$ cat src/rtl/bb_txn_ctrl_pkg.sv
// Shared types and constants for the bus-bridge transaction sequencer.
package bb_txn_ctrl_pkg;

    typedef enum logic [1:0] {
        ST_IDLE = 2'd0,
        ST_REQ  = 2'd1,
        ST_WAIT = 2'd2,
        ST_RESP = 2'd3
    } txn_state_e;

    localparam logic MODE_READ  = 1'b0;
    localparam logic MODE_WRITE = 1'b1;

endpackage

$ cat src/rtl/bb_txn_ctrl_req_fifo.sv
// Synchronous request FIFO (module bb_req_fifo) with registered occupancy count.
module bb_req_fifo
    import bb_txn_ctrl_pkg::*;
#(
    parameter  int WIDTH = 21,
    parameter  int DEPTH = 4,
    localparam int PTR_W = $clog2(DEPTH),
    localparam int CNT_W = PTR_W + 1
) (
    input  logic             clk,
    input  logic             rst,
    input  logic             push,
    input  logic [WIDTH-1:0] wdata,
    input  logic             pop,
    output logic [WIDTH-1:0] rdata,
    output logic             full,
    output logic             empty,
    output logic [CNT_W-1:0] count
);

    logic [WIDTH-1:0] mem_q [DEPTH];
    logic [PTR_W-1:0] wr_ptr_q, wr_ptr_d;
    logic [PTR_W-1:0] rd_ptr_q, rd_ptr_d;
    logic [CNT_W-1:0] count_q, count_d;
    logic             do_push;
    logic             do_pop;

    assign full    = (count_q == CNT_W'(DEPTH));
    assign empty   = (count_q == '0);
    assign count   = count_q;
    assign rdata   = mem_q[rd_ptr_q];
    assign do_push = push && !full;
    assign do_pop  = pop && !empty;

    // DEPTH is a power of two, so pointer overflow is the modulo wrap.
    always_comb begin
        wr_ptr_d = wr_ptr_q;
        rd_ptr_d = rd_ptr_q;
        count_d  = count_q;
        if (do_push) wr_ptr_d = wr_ptr_q + PTR_W'(1);
        if (do_pop)  rd_ptr_d = rd_ptr_q + PTR_W'(1);
        if (do_push && !do_pop)      count_d = count_q + CNT_W'(1);
        else if (!do_push && do_pop) count_d = count_q - CNT_W'(1);
    end

    always_ff @(posedge clk) begin
        if (rst) begin
            wr_ptr_q <= '0;
            rd_ptr_q <= '0;
            count_q  <= '0;
        end else begin
            wr_ptr_q <= wr_ptr_d;
            rd_ptr_q <= rd_ptr_d;
            count_q  <= count_d;
        end
    end

    always_ff @(posedge clk) begin
        if (do_push) mem_q[wr_ptr_q] <= wdata;
    end

endmodule

$ cat src/rtl/bb_txn_ctrl.sv
// Bus-bridge transaction sequencer: queues bridge requests, remaps addresses, runs the master handshake.
// Build macro BB_TXN_TIMEOUT_EN adds a WAIT-state abort after TIMEOUT_CYCLES cycles.
module bb_txn_ctrl
    import bb_txn_ctrl_pkg::*;
#(
    parameter int BB_ADDR_WIDTH      = 12,
    parameter int BUS_ADDR_WIDTH     = 16,
    parameter int BUS_MEM_ADDR_WIDTH = 12,
    parameter int DATA_WIDTH         = 8,
    parameter int FIFO_DEPTH         = 4,
    parameter int TIMEOUT_CYCLES     = 255
) (
    input  logic                      clk,
    input  logic                      rst,
    input  logic                      bb_valid,
    output logic                      bb_ready,
    input  logic [BB_ADDR_WIDTH-1:0]  bb_addr,
    input  logic [DATA_WIDTH-1:0]     bb_wdata,
    input  logic                      bb_mode,
    output logic                      rsp_valid,
    output logic [DATA_WIDTH-1:0]     rsp_rdata,
    output logic                      rsp_err,
    output logic                      m_req,
    input  logic                      m_grant,
    output logic                      m_start,
    output logic [BUS_ADDR_WIDTH-1:0] m_addr,
    output logic [DATA_WIDTH-1:0]     m_wdata,
    output logic                      m_mode,
    input  logic                      m_done,
    input  logic [DATA_WIDTH-1:0]     m_rdata
);

    localparam int ENTRY_W = BB_ADDR_WIDTH + DATA_WIDTH + 1;
    localparam int CNT_W   = $clog2(FIFO_DEPTH) + 1;

    txn_state_e                state_q, state_d;
    logic [BUS_ADDR_WIDTH-1:0] m_addr_q, m_addr_d;
    logic [DATA_WIDTH-1:0]     m_wdata_q, m_wdata_d;
    logic                      m_mode_q, m_mode_d;
    logic [DATA_WIDTH-1:0]     rsp_rdata_q, rsp_rdata_d;
    logic                      fifo_push, fifo_pop, fifo_full, fifo_empty;
    logic [CNT_W-1:0]          fifo_count;
    logic [ENTRY_W-1:0]        fifo_wdata, fifo_rdata;
    logic [BB_ADDR_WIDTH-1:0]  head_addr;
    logic [DATA_WIDTH-1:0]     head_wdata;
    logic                      head_mode;
    logic                      unused_count;

    // Bank select lands just above the slave-local offset; everything higher stays zero.
    function automatic logic [BUS_ADDR_WIDTH-1:0] bus_addr_map(input logic [BB_ADDR_WIDTH-1:0] a);
        logic [BUS_ADDR_WIDTH-1:0] r;
        r                     = '0;
        r[BB_ADDR_WIDTH-2:0]  = a[BB_ADDR_WIDTH-2:0];
        r[BUS_MEM_ADDR_WIDTH] = a[BB_ADDR_WIDTH-1];
        return r;
    endfunction

    assign fifo_push    = bb_valid && !fifo_full;
    assign fifo_wdata   = {bb_addr, bb_wdata, bb_mode};
    assign {head_addr, head_wdata, head_mode} = fifo_rdata;
    assign unused_count = ^fifo_count;

    bb_req_fifo #(
        .WIDTH (ENTRY_W),
        .DEPTH (FIFO_DEPTH)
    ) u_req_fifo (
        .clk   (clk),
        .rst   (rst),
        .push  (fifo_push),
        .wdata (fifo_wdata),
        .pop   (fifo_pop),
        .rdata (fifo_rdata),
        .full  (fifo_full),
        .empty (fifo_empty),
        .count (fifo_count)
    );

`ifdef BB_TXN_TIMEOUT_EN
    localparam int TO_W = $clog2(TIMEOUT_CYCLES + 1);
    logic [TO_W-1:0] to_cnt_q, to_cnt_d;
    logic            to_expired;
    logic            rsp_err_q, rsp_err_d;

    assign to_cnt_d   = (state_q == ST_WAIT) ? to_cnt_q + TO_W'(1) : '0;
    assign to_expired = (to_cnt_q == TO_W'(TIMEOUT_CYCLES - 1));
    assign rsp_err    = rsp_err_q;
`else
    logic unused_timeout;
    assign unused_timeout = (TIMEOUT_CYCLES != 0);
    assign rsp_err        = 1'b0;
`endif

    assign bb_ready  = !fifo_full;
    assign m_req     = (state_q == ST_REQ) || (state_q == ST_WAIT);
    assign m_start   = (state_q == ST_REQ) && m_grant;
    assign rsp_valid = (state_q == ST_RESP);
    assign rsp_rdata = rsp_rdata_q;
    assign m_addr    = m_addr_q;
    assign m_wdata   = m_wdata_q;
    assign m_mode    = m_mode_q;

    always_comb begin
        state_d     = state_q;
        m_addr_d    = m_addr_q;
        m_wdata_d   = m_wdata_q;
        m_mode_d    = m_mode_q;
        rsp_rdata_d = rsp_rdata_q;
        fifo_pop    = 1'b0;
`ifdef BB_TXN_TIMEOUT_EN
        rsp_err_d   = rsp_err_q;
`endif
        case (state_q)
            ST_IDLE: begin
                if (!fifo_empty) begin
                    fifo_pop  = 1'b1;
                    m_addr_d  = bus_addr_map(head_addr);
                    m_wdata_d = head_wdata;
                    m_mode_d  = head_mode;
                    state_d   = ST_REQ;
                end
            end
            ST_REQ: begin
                if (m_grant) state_d = ST_WAIT;
            end
            ST_WAIT: begin
                // A completion on the expiry cycle takes priority over the abort.
                if (m_done) begin
                    rsp_rdata_d = (m_mode_q == MODE_WRITE) ? '0 : m_rdata;
                    state_d     = ST_RESP;
`ifdef BB_TXN_TIMEOUT_EN
                    rsp_err_d   = 1'b0;
                end else if (to_expired) begin
                    rsp_rdata_d = '0;
                    rsp_err_d   = 1'b1;
                    state_d     = ST_RESP;
`endif
                end
            end
            default: state_d = ST_IDLE;
        endcase
    end

    always_ff @(posedge clk) begin
        if (rst) begin
            state_q     <= ST_IDLE;
            m_addr_q    <= '0;
            m_wdata_q   <= '0;
            m_mode_q    <= MODE_READ;
            rsp_rdata_q <= '0;
        end else begin
            state_q     <= state_d;
            m_addr_q    <= m_addr_d;
            m_wdata_q   <= m_wdata_d;
            m_mode_q    <= m_mode_d;
            rsp_rdata_q <= rsp_rdata_d;
        end
    end

`ifdef BB_TXN_TIMEOUT_EN
    always_ff @(posedge clk) begin
        if (rst) begin
            to_cnt_q  <= '0;
            rsp_err_q <= 1'b0;
        end else begin
            to_cnt_q  <= to_cnt_d;
            rsp_err_q <= rsp_err_d;
        end
    end
`endif

endmodule

$ cat config.mk
export PLATFORM = sky130hd
export DESIGN_NAME = bb_txn_ctrl
export DESIGN_NICKNAME = d
export VERILOG_FILES = /design/src/rtl/bb_txn_ctrl_pkg.sv /design/src/rtl/bb_txn_ctrl_req_fifo.sv /design/src/rtl/bb_txn_ctrl.sv
export SDC_FILE = /design/constraint.sdc
export NUM_CORES = 1
export LEC_CHECK = 0
export ABC_AREA = 1
export BUFFER_PORTS_ARGS = -buffer_cell sky130_fd_sc_hd__buf_2
export CORE_MARGIN = 2
export CORE_UTILIZATION = 35
export DETAILED_ROUTE_END_ITERATION = 10
export GPL_TIMING_DRIVEN = 0
export HOLD_SLACK_MARGIN = 0.02
export PLACE_DENSITY_LB_ADDON = 0.08
export SYNTH_ARGS = -nofsm -noshare
export SYNTH_HDL_FRONTEND = slang
export SYNTH_SLANG_ARGS = --single-unit
$ cat constraint.sdc
create_clock -name clk -period 2.39 [get_ports clk]
set_input_delay 0 -clock clk [delete_from_list [all_inputs] [get_ports clk]]
set_output_delay 0 -clock clk [all_outputs]
set_load 0.01 [all_outputs]
==> Word-level counts from Yosys, hierarchy flattened <==
Memories as Yosys holds them, arrays and structs flattened. A register that Yosys moved wholly into a read port is not among the register bits.
Cells that the tools add are included.
W data, S select, Z words.
{ "word_totals": {"ff_bits": 17, "ram_bits": 84, "in_bits": 34, "output_inout_bits": 38, "wordCells": 46, "n_memories": 1} }
{ "op_classes": {"n_addsub": 4, "eq_ne": 7, "mux": 11, "bitwise_logic": 1, "n_reduce_logical": 17} }
{ "mem_list": {"columns": ["memory", "words", "width", "rd", "rd_clocked_by_memory_dff", "wr", "line", "text"], "rows": [
  ["u_req_fifo.mem_q", 4, 21, 1, 1, 1, "bb_txn_ctrl_req_fifo.sv:21", "logic [WIDTH-1:0] mem_q [DEPTH];"]
]} }
{ "ops": {"columns": ["operator", "n"], "rows": [
  ["$mux W8", 1],
  ["$logic_and A1 B1 Y1", 6],
  ["$mux W2", 3],
  ["$mux W3", 2],
  ["$ne A2 B2 Y1 const B", 3],
  ["$pmux W2 S3", 1],
  ["$add A2 B1 Y2 const B", 2],
  ["$eq A2 B2 Y1 const B", 2],
  ["$logic_not A1 Y1", 4],
  ["$mux W1", 4],
  ["$reduce_and A2 Y1", 2],
  ["$add A3 B1 Y3 const B", 1],
  ["$eq A3 B3 Y1 const B", 1],
  ["$logic_not A3 Y1", 1],
  ["$reduce_and A3 Y1", 1],
  ["$sub A3 B1 Y3 const B", 1],
  ["$eq A2 B1 Y1 const B", 1],
  ["$logic_not A2 Y1", 1],
  ["$reduce_bool A2 Y1", 1],
  ["$logic_or A1 B1 Y1", 1],
  ["$not A1 Y1", 1]
]} }

==> Depth between registers and ports, before layout <==
Gate-level depths: netlist of run 1.
{ "logic_depth": {"depth_word": 8, "ltp_mapped": 13} }

==> Cells and area by module <==
From an unflattened synthesis of run 1, not the netlist that was laid out.
{ "unflattened": {"cells_unflattened": 440, "hier_area_um2": 5007.3} }
{ "modules_own_cells": {"columns": ["module", "n_inst", "cells_per_inst", "area_each_um2", "seq_area_each_um2"], "rows": [
  ["bb_req_fifo", 1, 274, 3689.8, 2702.6],
  ["bb_txn_ctrl", 1, 166, 1317.5, 620.6]
]} }

==> Worst setup path after synthesis of run 1 <==
No wires, ideal clock.
{ "synth_timing": {"path_type": "flip-flop to flip-flop", "from": "register u_req_fifo.count_q[0], in the netlist u_req_fifo.count[0]", "to": "memory u_req_fifo.mem_q[0][0] (enable)", "arrival_time_ns": 1.633, "required_time_ns": 1.991, "slack_ns": 0.358, "path_stages_with_launch": 5, "path_buffers": 0, "cell_sequence": "dfxtp_1 > nor2_4 > nand2_1 > nand2_2 > nor2_1"} }
{ "synth_via": {"elab_chain_cells": 6} }
{ "synth_rtl": {"columns": ["element", "line", "text"], "rows": [
  ["start, declared", "bb_txn_ctrl_req_fifo.sv:24", "logic [CNT_W-1:0] count_q, count_d;"],
  ["start signal, assigned", "bb_txn_ctrl_req_fifo.sv:54", "count_q <= count_d;"],
  ["$eq A3 B3 Y1 (*)", "bb_txn_ctrl_req_fifo.sv:28", "assign full = (count_q == CNT_W'(DEPTH));"],
  ["$logic_not A1 Y1 (*)", null, null],
  ["named net bb_ready", "bb_txn_ctrl.sv:16", "output logic bb_ready,"],
  ["$logic_and A1 B1 Y1", "bb_txn_ctrl.sv:58", "assign fifo_push = bb_valid && !fifo_full;"],
  ["$logic_and A1 B1 Y1 (*)", "bb_txn_ctrl_req_fifo.sv:32", "assign do_push = push && !full;"],
  ["$mux W1 (*)", "bb_txn_ctrl_req_fifo.sv:59", "if (do_push) mem_q[wr_ptr_q] <= wdata;"],
  ["$mux W1 (implied by the code) (*)", "bb_txn_ctrl_req_fifo.sv:59", null],
  ["end, declared", "bb_txn_ctrl_req_fifo.sv:21", null]
]} }
The timed path passes the listed nets; every way through them passes the cells marked *.

==> Final worst setup path of run 1 <==
{ "layout_timing": {"from": "register state_q[1]", "to": "register u_req_fifo.count_q[2], in the netlist u_req_fifo.count[2]"} }
{ "layout_via": {"elab_chain_cells": 6, "elab_cells_between_ends": 8, "classes_between": "mux (2); reduce/logical (6)"} }
{ "layout_rtl": {"columns": ["element", "line", "text"], "rows": [
  ["start, declared", "bb_txn_ctrl.sv:36", "txn_state_e state_q, state_d;"],
  ["start signal, assigned", "bb_txn_ctrl.sv:151", "state_q <= state_d;"],
  ["$logic_not A2 Y1 (*)", "bb_txn_ctrl.sv:112", "case (state_q)"],
  ["$mux W1 (*)", "bb_txn_ctrl.sv:112", null],
  ["$logic_and A1 B1 Y1 (*)", "bb_txn_ctrl_req_fifo.sv:33", "assign do_pop = pop && !empty;"],
  ["$logic_not A1 Y1", "bb_txn_ctrl_req_fifo.sv:42", "if (do_push && !do_pop) count_d = count_q + CNT_W'(1);"],
  ["$logic_and A1 B1 Y1", "bb_txn_ctrl_req_fifo.sv:42", null],
  ["$mux W3 / $reduce_bool A2 Y1 (equally long branches)", null, null]
]} }
Every way passes the cells marked *; elsewhere a longest branch is shown, timed or not.
A chain may end at the register's enable or synchronous reset.

==> metrics.md, run 1 <==
| Metric | Value |
|---|---|
| Status | finished, final reports clean |
| Min-delay worst type | in -> reg |
| WL met1 | 5810 microns |
| Largest net degree at the start of global routing | 17 |
| Die area | 0.0164 sq mm |
| Top_reg_cell synth | edfxtp_1 |
| Worst Max-Slew Pin Slew | 0.667 ns |
| CTS tree | done |
| Clk pin slew, worst setup/hold paths | roughly 0.05 ns |
| Fin util | 0.463 |
| Worst path top cell family by delay | adder cells |
| Skew final | 0.00612 ns |
| #FFs+latches synth | between 100 and 150 |
| Worst setup EP type | flip-flop |
| Vias in the first global route | 3536 |
| Setup CP Type | reg -> reg |
| Starting density of the core | 0.357 |
| Max Cap Viol | 0 |
| Crit-path max FO | 10 |
| Synth Area per Inst | roughly 9 sq um |
| Register area share after synthesis | 0.608 |
| Final net count | approximately 770 |
| Initial antenna violation count | 0 |
| Synth Cell Area | 0.00540 sq mm |
| Met3 WL | 609 microns |
| CP Launch Type | flip-flop |
| Worst hold slack | 0.0478 ns |
| RSZ-0062 raised after global routing | false |
| Syn. warnings | 0 |
| Worst stage delay on the critical path | 0.39 ns |
| Post-synthesis adder-cell area fraction | 0.0269 |
| Syn-to-layout area delta | 29.9% |
| DR pass1 iterations | 5 |
| Cell Area, Placed | 0.00608 sq mm |
| Synth cell types | 24 |
| GR Util All Layers | 0.153 |
| Highest Signal Layer | met4 |
| Max-slew violations | 0 |
| Worst IR Drop VDD | 601 uV |
| CTS buffer count | 17 |
| Global placement routability congestion | about 0.72 |
| CTS sink count | 122 |
| GRT overflow | 0 |
| Fin. Hold Viols | 0 |
| Critical path's slowest cell | dfxtp_1 |
| Crit path DAT | 2.40 ns |
| Max Buffers Root-to-Sink | 2 |
| HPWL Detailed | 7720 microns |
| Wire per inst | 12.8 microns |
| Number of synthesized flops with an enable pin | 84 |
| Drt via density | roughly 4.2 |
| Max-slew headroom | 0.555 |
| Worst path cell trace | inv_1 > ha_1 > nand2_4 > buf_6 > ha_1 > inv_1 > fa_1 > inv_1 > nand2_1 > nand3_1 > nand2_1 > nand2_1 > nor2_1 |
| Mux contribution to synthesized area | 0 |
| # DRC | 0 |
| Ports | 72 |
| Main combinational cell family by area after synthesis | simple AND/OR/NAND/NOR gates |
| Fraction of the mapped netlist area in simple logic gates | 0.219 |
| Worst path bufs/invs | 4 |
| Fraction of layout cells with a size suffix above 1 | 0.189 |
| Die X | 128 microns |
| Top cell type's share of synthesized area | 0.467 |
| Core area | approximately 0.015 sq mm |
| Synth top area cells | edfxtp_1, dfxtp_1, nand2_1 |
| Metal2 WL | 5180 microns |
| Final Cycle Share | 0.877 |
| IO buf count | 66 |
| Area leader, netlist | edfxtp_1 |
| Top-count cell post-synth | nand2_1 |
| Power per cell area | between 1000 and 1500 mW/mm^2 |
| Total routed wirelength | 11800 microns |
| Clock Tree Root | clkbuf_16 |
| Skew-Pair Late Insertion Delay | 0.41 ns |
| Synth Area in Compound Gates | 0.0185 |
| Max frequency | 477 MHz |
| Async SR Flop Fraction | 0 |
| 1st-iter DRT viols | 207 |
| # setup viols final | 0 |
| Minimum clock period | between 2 and 2.5 ns |
| First-pass GRT wire length | between 15000 and 20000 microns |
| CP required | 2.70 ns |
| N_diodes | 0 |
| Num rows | 45 |
| H-tree Lvls | 4 |
| Final Power | between 7 and 8 mW |
| Gate count of the mapped netlist | roughly 590 |
| DR vias | 3863 |
| Leakage Power | 3.36 nW |
| DRT antenna net count | 0 |
| Die height | 128 microns |
| Finished Cell Area | 0.00702 sq mm |
| Synth Area in XOR/XNOR | 0 |
| Commonest cells in the synthesized netlist | nand2_1, inv_1, edfxtp_1, nand3_1, nor2_1 |
| Setup Total Neg Slack | 0 ns |
what timing repair did:
action,4_1_cts,5_1_grt
hold buffers,37,0
endpoints found under the setup margin,0,1
resized for setup,0,1
setup buffers,0,1
endpoints found under the hold margin,92,0
state kept, by name (all words and copies together), names as in the netlist:
name and cells:
u_req_fifo.mem_q 84, m_addr 12, m_wdata 8, rsp_rdata 8, u_req_fifo.count 3, state_q 2
u_req_fifo.rd_ptr_q 2, u_req_fifo.wr_ptr_q 2, m_mode 1
worst register-to-register path: cells and delay by family, from the launching register on:
family / cells / cell delay, ns
AND/OR/NAND/NOR: 6 / 0.39
flip-flops: 1 / 0.39
buffers and inverters: 4 / 0.38
adder cells (fa/ha/maj): 3 / 0.84
metrics by stage:
step / setup slack [ns] / instances
5_1_grt: 0.0671 / 924
2_1_floorplan: 0.358 / 596
4_1_cts: 0.125 / 923
3_5_place_dp: 0.135 / 854
3_3_place_gp: -0.495 / 850
6_report: 0.293 / 924
per-layer routing:
layer  vias up  global-route usage
met5         -                   0
met2       103               0.235
met1      1677               0.202
met4         0              0.0504
met3        11              0.0530
li1       2072                   -
layout make-up:
| class | count | area (sq um) |
|---|---|---|
| multi-input cells | 322 | 1460 |
| plain buffers | 25 | 206 |
| repair buffers | 108 | 793 |
| fillers | 1456 | 8130 |
| flip-flops and latches | 122 | 3280 |
| clock buffers | 17 | 425 |
| clock inverters | 15 | 134 |
| inverters | 127 | 482 |
| well taps | 188 | 235 |
cells in the final DEF, fill, tap and decap left out, drive strengths merged:
master and count:
clkinv 10, nand3 56, a21oi 13, ha 10, edfxtp 84, dlygate4sd3 37, o21ai 4, conb 5
clkbuf 18, dfxtp 38, nor2 57, bufinv 2, inv 125, fa 1, clkinvlp 5, buf 95
nand2 175, o21bai 1
kinds of logic after synthesis:
kind of cell,after synthesis
flops,122
fa+ha+maj,11
other cells,1
compound gates,18
buf+inv,152
simple gates,288
path summary, 6_finish.rpt:
path | start | endpoint | slack (ns) | cells past startpoint
max reg2reg | state_q[1] | u_req_fifo.count[2] | 0.29 | 13
max | state_q[1] | u_req_fifo.count[2] | 0.29 | 13
min reg2reg | m_addr[12] | m_addr[12] | 0.51 | 4
min | bb_valid | u_req_fifo.wr_ptr_q[1] | 0.05 | 4
where the power goes:
| part | internal, mW | switching [mW] | total (mW) |
|---|---|---|---|
| sequential | 2.60 | 0.143 | 2.74 |
| clock | 1.51 | 0.899 | 2.41 |
| combinational | 1.04 | 1.70 | 2.74 |
No activity file was read; power rests on OpenSTA's default activity.
==> inputs of run 2 (changes only) <==
==> constraint.sdc (replaced) <==
create_clock -name clk -period 2.39 [get_ports clk]
set_input_delay 0.478 -clock clk [delete_from_list [all_inputs] [get_ports clk]]
set_output_delay 0.478 -clock clk [all_outputs]
set_load 0.01 [all_outputs]
==> run 2 against run 1 <==
Effect of this change:
- hold slack improved by 0.23 ns
- fmax about the same
- first-iteration DRC count is 6.3% lower
- critical endpoint unchanged
- largest power group unchanged
==> metrics.md, run 2 (synthesis gave the netlist of run 1 again) <==
| Metric | Value |
|---|---|
| Cells on worst reg2reg path | 13 (unchanged) |
| Worst Max-Slew Pin Slew | 0.676 ns (+0.00927 ns) |
| DRT antenna net count | 0 (unchanged) |
| Initial antenna violation count | 0 (unchanged) |
| CP Launch Type | flip-flop |
| Setup CP Type | reg -> reg |
| Crit path DAT | 2.41 ns (about the same) |
| Crit-path max FO | 10 (unchanged) |
| # DRC | 0 (unchanged) |
| Hold path startpoint | bb_addr[0] |
| CTS tree | done |
| Max-slew headroom | 0.549 (-0.00619) |
| CTS buffer count | 17 (unchanged) |
| GR Util All Layers | 0.148 (-0.00473) |
| N_diodes | 0 (unchanged) |
| Status | finished, final reports clean |
| Ports | 72 (unchanged) |
| Skew-Pair Late Insertion Delay | 0.41 ns (about the same) |
| Power per cell area | 1180 mW/mm^2 (+4.9%) |
| DR vias | 3736 (-3.3%) |
| CP required | 2.70 ns (about the same) |
| GRT overflow | 0 (unchanged) |
| Worst r2r dst | u_req_fifo.count[2] |
| Most common cell after layout, fill and taps aside | nand2_1 |
| Die area | 0.0164 sq mm (unchanged) |
| Finished Cell Area | 0.00665 sq mm (-5.3%) |
| # setup viols final | 0 (unchanged) |
| HPWL Detailed | 7720 microns (unchanged) |
| Worst IR Drop VDD | 601 uV (about the same) |
| Max Buffers Root-to-Sink | 2 (unchanged) |
| Max-slew violations | 0 (unchanged) |
| 1st-iter DRT viols | 194 (-6.3%) |
| Most frequent cells in the layout | nand2_1, inv_1, edfxtp_1, buf_2, nand3_1 |
| FF-to-FF setup slack | 0.29 ns (about the same) |
| Setup Total Neg Slack | 0 ns (unchanged) |
| Wire per inst | 13.0 microns (+1.8%) |
| Max FFs per register | 84 (unchanged) |
| Starting density of the core | 0.357 (unchanged) |
| Largest net degree at the start of global routing | 17 (unchanged) |
| Final Power | 7.84 mW (-0.61%) |
| Fin. Hold Viols | 0 (unchanged) |
| Total routed wirelength | 11500 microns (-2.3%) |
| Worst hold endpoint | u_req_fifo.mem_q[3][9] |
| Clk pin slew, worst setup/hold paths | 0.05 ns (about the same) |
| DR pass1 iterations | 4 (-1) |
| CTS sink count | 122 (unchanged) |
| Leakage Power | 3.19 nW (-5.2%) |
| First-pass GRT wire length | 18000 microns (-3.7%) |
| Fraction of layout cells with a size suffix above 1 | 0.199 (+0.0100) |
| RSZ-0062 raised after global routing | false |
| IO buf count | 66 (unchanged) |
| Final std cells w/o fill | 887 (-4.0%) |
| Num rows | 45 (unchanged) |
| Placed Cells | 854 (unchanged) |
| Filler Cell Count | 1499 (+3.0%) |
| Global placement routability congestion | 0.724 (unchanged) |
| Core area | 0.0151 sq mm (unchanged) |
| Max frequency | 477 MHz (about the same) |
| Syn-to-layout area delta | 23.0% |
| Die X | 128 microns (unchanged) |
| Worst reg2reg startpoint | state_q[1] |
| H-tree Lvls | 4 (unchanged) |
| Max Cap Viol | 0 (unchanged) |
| Clock Tree Root | clkbuf_16 |
| Hold Crit Depth | 1 (-3) |
| Final Cycle Share | 0.878 (about the same) |
| Worst setup EP type | flip-flop |
| Skew final | 0.00613 ns (+0.00000813 ns) |
| Biggest register | u_req_fifo.mem_q |
| Final net count | 731 (-4.8%) |
| Die height | 128 microns (unchanged) |
| Cell Area, Placed | 0.00608 sq mm (unchanged) |
| Min-delay worst type | in -> reg |
| Drt via density | 4.21 (+0.75%) |
| Vias in the first global route | 3334 (-5.7%) |
| Minimum clock period | 2.10 ns (+0.00165 ns) |
==> run 2: cell count changes in the layout (fill, tap and decap cells not counted), sizes merged <==
| cell | before | now |
|---|---|---|
| dlygate4sd3 | 37 | 0 |
==> run 2: what timing repair did <==
item                                    4_1_cts  5_1_grt
resized for setup                             0        1
hold endpoints to repair                      0        0
hold buffers                                  0        0
buffers inserted                              0        1
endpoints found under the setup margin        0        1
==> run 2: metal layers <==
metal,GRT usage,up-vias,wire [microns],part of all wire
met5,0,-,0,0
met4,0.0504,0,172,0.015
met3,0.0543,13,742,0.064
met2,0.221,105,4970,0.43
met1,0.199,1622,5650,0.49
li1,-,1996,-,-
==> run 2: critical path, cell delays in order (launching register included) <==
cell     delay [ns]
dfxtp_1        0.39
inv_1          0.09
ha_1           0.28
nand2_4        0.10
buf_6          0.16
ha_1           0.18
inv_1          0.06
fa_1           0.38
inv_1          0.07
nand2_1        0.05
nand3_1        0.10
nand2_1        0.05
nand2_1        0.05
nor2_1         0.04
==> run 2: worst max path at each step <==
stage                   startpoint                     end  slack, ns  cells past startpoint
4_1_cts                 state_q[0]     u_req_fifo.count[2]       0.13                     13
3_5_place_dp            state_q[0]     u_req_fifo.count[2]       0.13                     13
3_3_place_gp   u_req_fifo.count[0]  u_req_fifo.mem_q[3][9]      -0.49                      4
2_1_floorplan  u_req_fifo.count[0]  u_req_fifo.mem_q[0][0]       0.36                      4
5_1_grt                 state_q[1]     u_req_fifo.count[2]       0.07                     13
6_report                state_q[1]     u_req_fifo.count[2]       0.29                     13
==> run 2: through the flow <==
step,util,setup slack [ns],hold slack [ns]
6_report,0.439,0.291,0.277
5_1_grt,0.439,0.0671,0.269
4_1_cts,0.438,0.125,0.262
3_5_place_dp,0.401,0.135,0.456
3_3_place_gp,0.395,-0.495,0.454
2_1_floorplan,-,0.358,0.490
==> run 2: where the power goes <==
| group | internal [mW] | switching [mW] |
|---|---|---|
| logic | 0.999 | 1.70 |
| clock network | 1.51 | 0.899 |
| registers | 2.60 | 0.142 |
| total | 5.11 | 2.74 |
==> run 2: area by class of cell <==
type                       count  area (sq um)  share of cell area
sequential                   122          3280               0.494
buffer                        25           206              0.0311
multi-input combinational    322          1460               0.219
clock inverter                15           134              0.0201
clock buffer                  17           425              0.0640
tap                          188           235              0.0354
inverter                     127           482              0.0725
timing repair buffer          71           423              0.0636
==> inputs of run 3 (changes only) <==
--- a/config.mk
+++ b/config.mk
@@ -10,7 +10,9 @@
 export CORE_MARGIN = 2
 export CORE_UTILIZATION = 35
+export CTS_BUF_LIST = sky130_fd_sc_hd__clkbuf_8
 export DETAILED_ROUTE_END_ITERATION = 10
 export GPL_TIMING_DRIVEN = 0
 export HOLD_SLACK_MARGIN = 0.02
+export MAX_ROUTING_LAYER = met4
 export PLACE_DENSITY_LB_ADDON = 0.08
 export SYNTH_ARGS = -nofsm -noshare
==> constraint.sdc (replaced) <==
create_clock -name clk -period 2.39 [get_ports clk]
set_input_delay 0.1195 -clock clk [delete_from_list [all_inputs] [get_ports clk]]
set_output_delay 0.1195 -clock clk [all_outputs]
set_load 0.01 [all_outputs]
==> run 3 against run 2 <==
Effect of this change:
- clock-buffer cell count is the same
- via count grew 1.3%
- register-to-register slack is essentially flat
- critical path depth is the same
- setup slack lost 0.0019 ns
- wire length grew 0.65%
- hold slack lost 0.20 ns
- critical endpoint unchanged
==> metrics.md, run 3 (synthesis gave the netlist of run 1 again) <==
| Metric | Value |
|---|---|
| Worst hold slack | 0.0763 ns (-0.200 ns) |
| Max FFs per register | 84 (unchanged) |
| Max frequency | 476 MHz (about the same) |
| GRT overflow | 0 (unchanged) |
| Clk pin slew, worst setup/hold paths | 0.07 ns (+0.02 ns) |
| Leakage Power | 3.22 nW (+1.1%) |
| Status | finished, final reports clean |
| Max-slew violations | 0 (unchanged) |
| CTS buffer count | 17 (unchanged) |
| N_diodes | 0 (unchanged) |
| Global placement routability congestion | 0.732 (+1.2%) |
| Ports | 72 (unchanged) |
| Worst path bufs/invs | 4 (unchanged) |
| Area of the multi-input gates | 0.00146 sq mm (unchanged) |
| Biggest register | u_req_fifo.mem_q |
| Worst IR Drop VDD | 449 uV (-25%) |
| H-tree Lvls | 4 (unchanged) |
| # setup viols final | 0 (unchanged) |
| Crit-path max FO | 10 (unchanged) |
| # DRC | 0 (unchanged) |
| Clock Tree Root | clkbuf_8 |
| Max Buffers Root-to-Sink | 2 (unchanged) |
| HPWL Detailed | 7720 microns (unchanged) |
| Max Cap Viol | 0 (unchanged) |
| DRT antenna net count | 0 (unchanged) |
| Filler Cell Count | 1489 (-0.67%) |
| Wire per inst | 12.7 microns (-2.5%) |
| Skew final | 0.00897 ns (+0.00284 ns) |
| 1st-iter DRT viols | 190 (-2.1%) |
| Most frequent cells in the layout | nand2_1, inv_1, edfxtp_1, buf_2, nand3_1 |
| Setup CP Type | reg -> reg |
| CTS sink count | 122 (unchanged) |
| DR pass1 iterations | 4 (unchanged) |
| Initial antenna violation count | 0 (unchanged) |
| Total routed wirelength | 11600 microns (+0.65%) |
| Die X | 128 microns (unchanged) |
| Fraction of layout cells with a size suffix above 1 | 0.191 (-0.00792) |
| RSZ-0062 raised after global routing | false |
| Min-delay worst type | in -> reg |
| CP Launch Type | flip-flop |
| Worst setup EP type | flip-flop |
| Worst Max-Slew Pin Slew | 0.673 ns (-0.00370 ns) |
| Vias in the first global route | 3518 (+5.5%) |
| GR Util All Layers | 0.155 (+0.00671) |
| Critical path's slowest cell | dfxtp_1 |
| Final net count | 760 (+4.0%) |
| Fin. Hold Viols | 0 (unchanged) |
| Syn-to-layout area delta | 24.9% |
| Drt via density | 4.13 (-1.9%) |
| Finished Cell Area | 0.00674 sq mm (+1.5%) |
| Skew-Pair Late Insertion Delay | 0.44 ns (+0.03 ns) |
| Max-slew headroom | 0.551 (+0.00247) |
| Starting density of the core | 0.357 (unchanged) |
| Power per cell area | 1060 mW/mm^2 (-9.9%) |
| Cell Area, Placed | 0.00608 sq mm (unchanged) |
| DR vias | 3784 (+1.3%) |
| Num rows | 45 (unchanged) |
| Final Power | 7.17 mW (-8.5%) |
| CP required | 2.72 ns (+0.02 ns) |
| Worst path top cell family by delay | adder cells |
| Core area | 0.0151 sq mm (unchanged) |
| Crit path DAT | 2.43 ns (+0.02 ns) |
| Worst path cell trace | inv_1 > ha_1 > nand2_4 > buf_6 > ha_1 > inv_1 > fa_1 > inv_1 > nand2_1 > nand3_1 > nand2_1 > nand2_1 > nor2_1 |
| Most common cell after layout, fill and taps aside | nand2_1 |
| Minimum clock period | 2.10 ns (+0.00189 ns) |
| Die height | 128 microns (unchanged) |
| Die area | 0.0164 sq mm (unchanged) |
| Final Cycle Share | 0.879 (about the same) |
| Register area | 0.00328 sq mm (unchanged) |
| IO buf count | 66 (unchanged) |
| CTS tree | done |
| First-pass GRT wire length | 18400 microns (+2.4%) |
| Worst stage delay on the critical path | 0.40 ns (about the same) |
| Largest net degree at the start of global routing | 17 (unchanged) |
-- run 3: cell count changes in the layout (fill, tap and decap cells not counted), sizes merged --
cell         change
dlygate4sd3     +29
-- run 3: area by class of cell --
cell class | count | share of cell area
Buffer | 25 | 0.0306
Clock buffer | 17 | 0.0347
Clock inverter | 15 | 0.0199
Inverter | 127 | 0.0714
Multi-Input combinational cell | 322 | 0.216
Sequential cell | 122 | 0.487
Tap cell | 188 | 0.0349
Timing Repair Buffer | 100 | 0.106
-- run 3: layer usage --
metal  vias to the layer above  GRT usage  share of wire
met5                         -          -              0
met4                         0     0.0575          0.014
met3                        13     0.0434          0.047
met2                        89      0.231           0.44
met1                      1636      0.201           0.50
li1                       2046          -              -
-- run 3: worst reg2reg max path, cell delays in order, from the launching register on --
cell	delay [ns]
dfxtp_1	0.40
inv_1	0.09
ha_1	0.28
nand2_4	0.10
buf_6	0.16
ha_1	0.18
inv_1	0.06
fa_1	0.38
inv_1	0.07
nand2_1	0.05
nand3_1	0.10
nand2_1	0.05
nand2_1	0.05
nor2_1	0.04
-- run 3: metrics by stage --
stage	worst slack (ns)	std cells	utilization	setup TNS, ns
2_1_floorplan	0.358	596	-	0
3_3_place_gp	-0.495	850	0.395	-38.01
3_5_place_dp	0.135	854	0.401	0
4_1_cts	0.121	915	0.445	0
5_1_grt	0.0644	916	0.445	0
6_report	0.290	916	0.445	0
-- run 3: path summary, 6_finish.rpt --
path                            slack, ns    startpoint  depth (start not counted)                  end
worst max register to register       0.29    state_q[1]                         13  u_req_fifo.count[2]
worst max-delay path                 0.29    state_q[1]                         13  u_req_fifo.count[2]
worst min register to register       0.46  rsp_rdata[4]                          2         rsp_rdata[4]
worst min-delay path                 0.08        m_done                          4         rsp_rdata[4]
-- run 3: timing repair --
action / in CTS / in global routing
gates resized for setup: 0 / 1
endpoints found under the hold margin: 92 / 0
hold buffers: 29 / 0
setup endpoints to repair: 0 / 1
buffers inserted: 0 / 1
-- run 3: power by group --
group	switching (mW)	internal (mW)	total [mW]
clock network	0.813	0.901	1.71
logic	1.69	1.03	2.72
registers	0.143	2.60	2.74
total	2.65	4.53	7.17
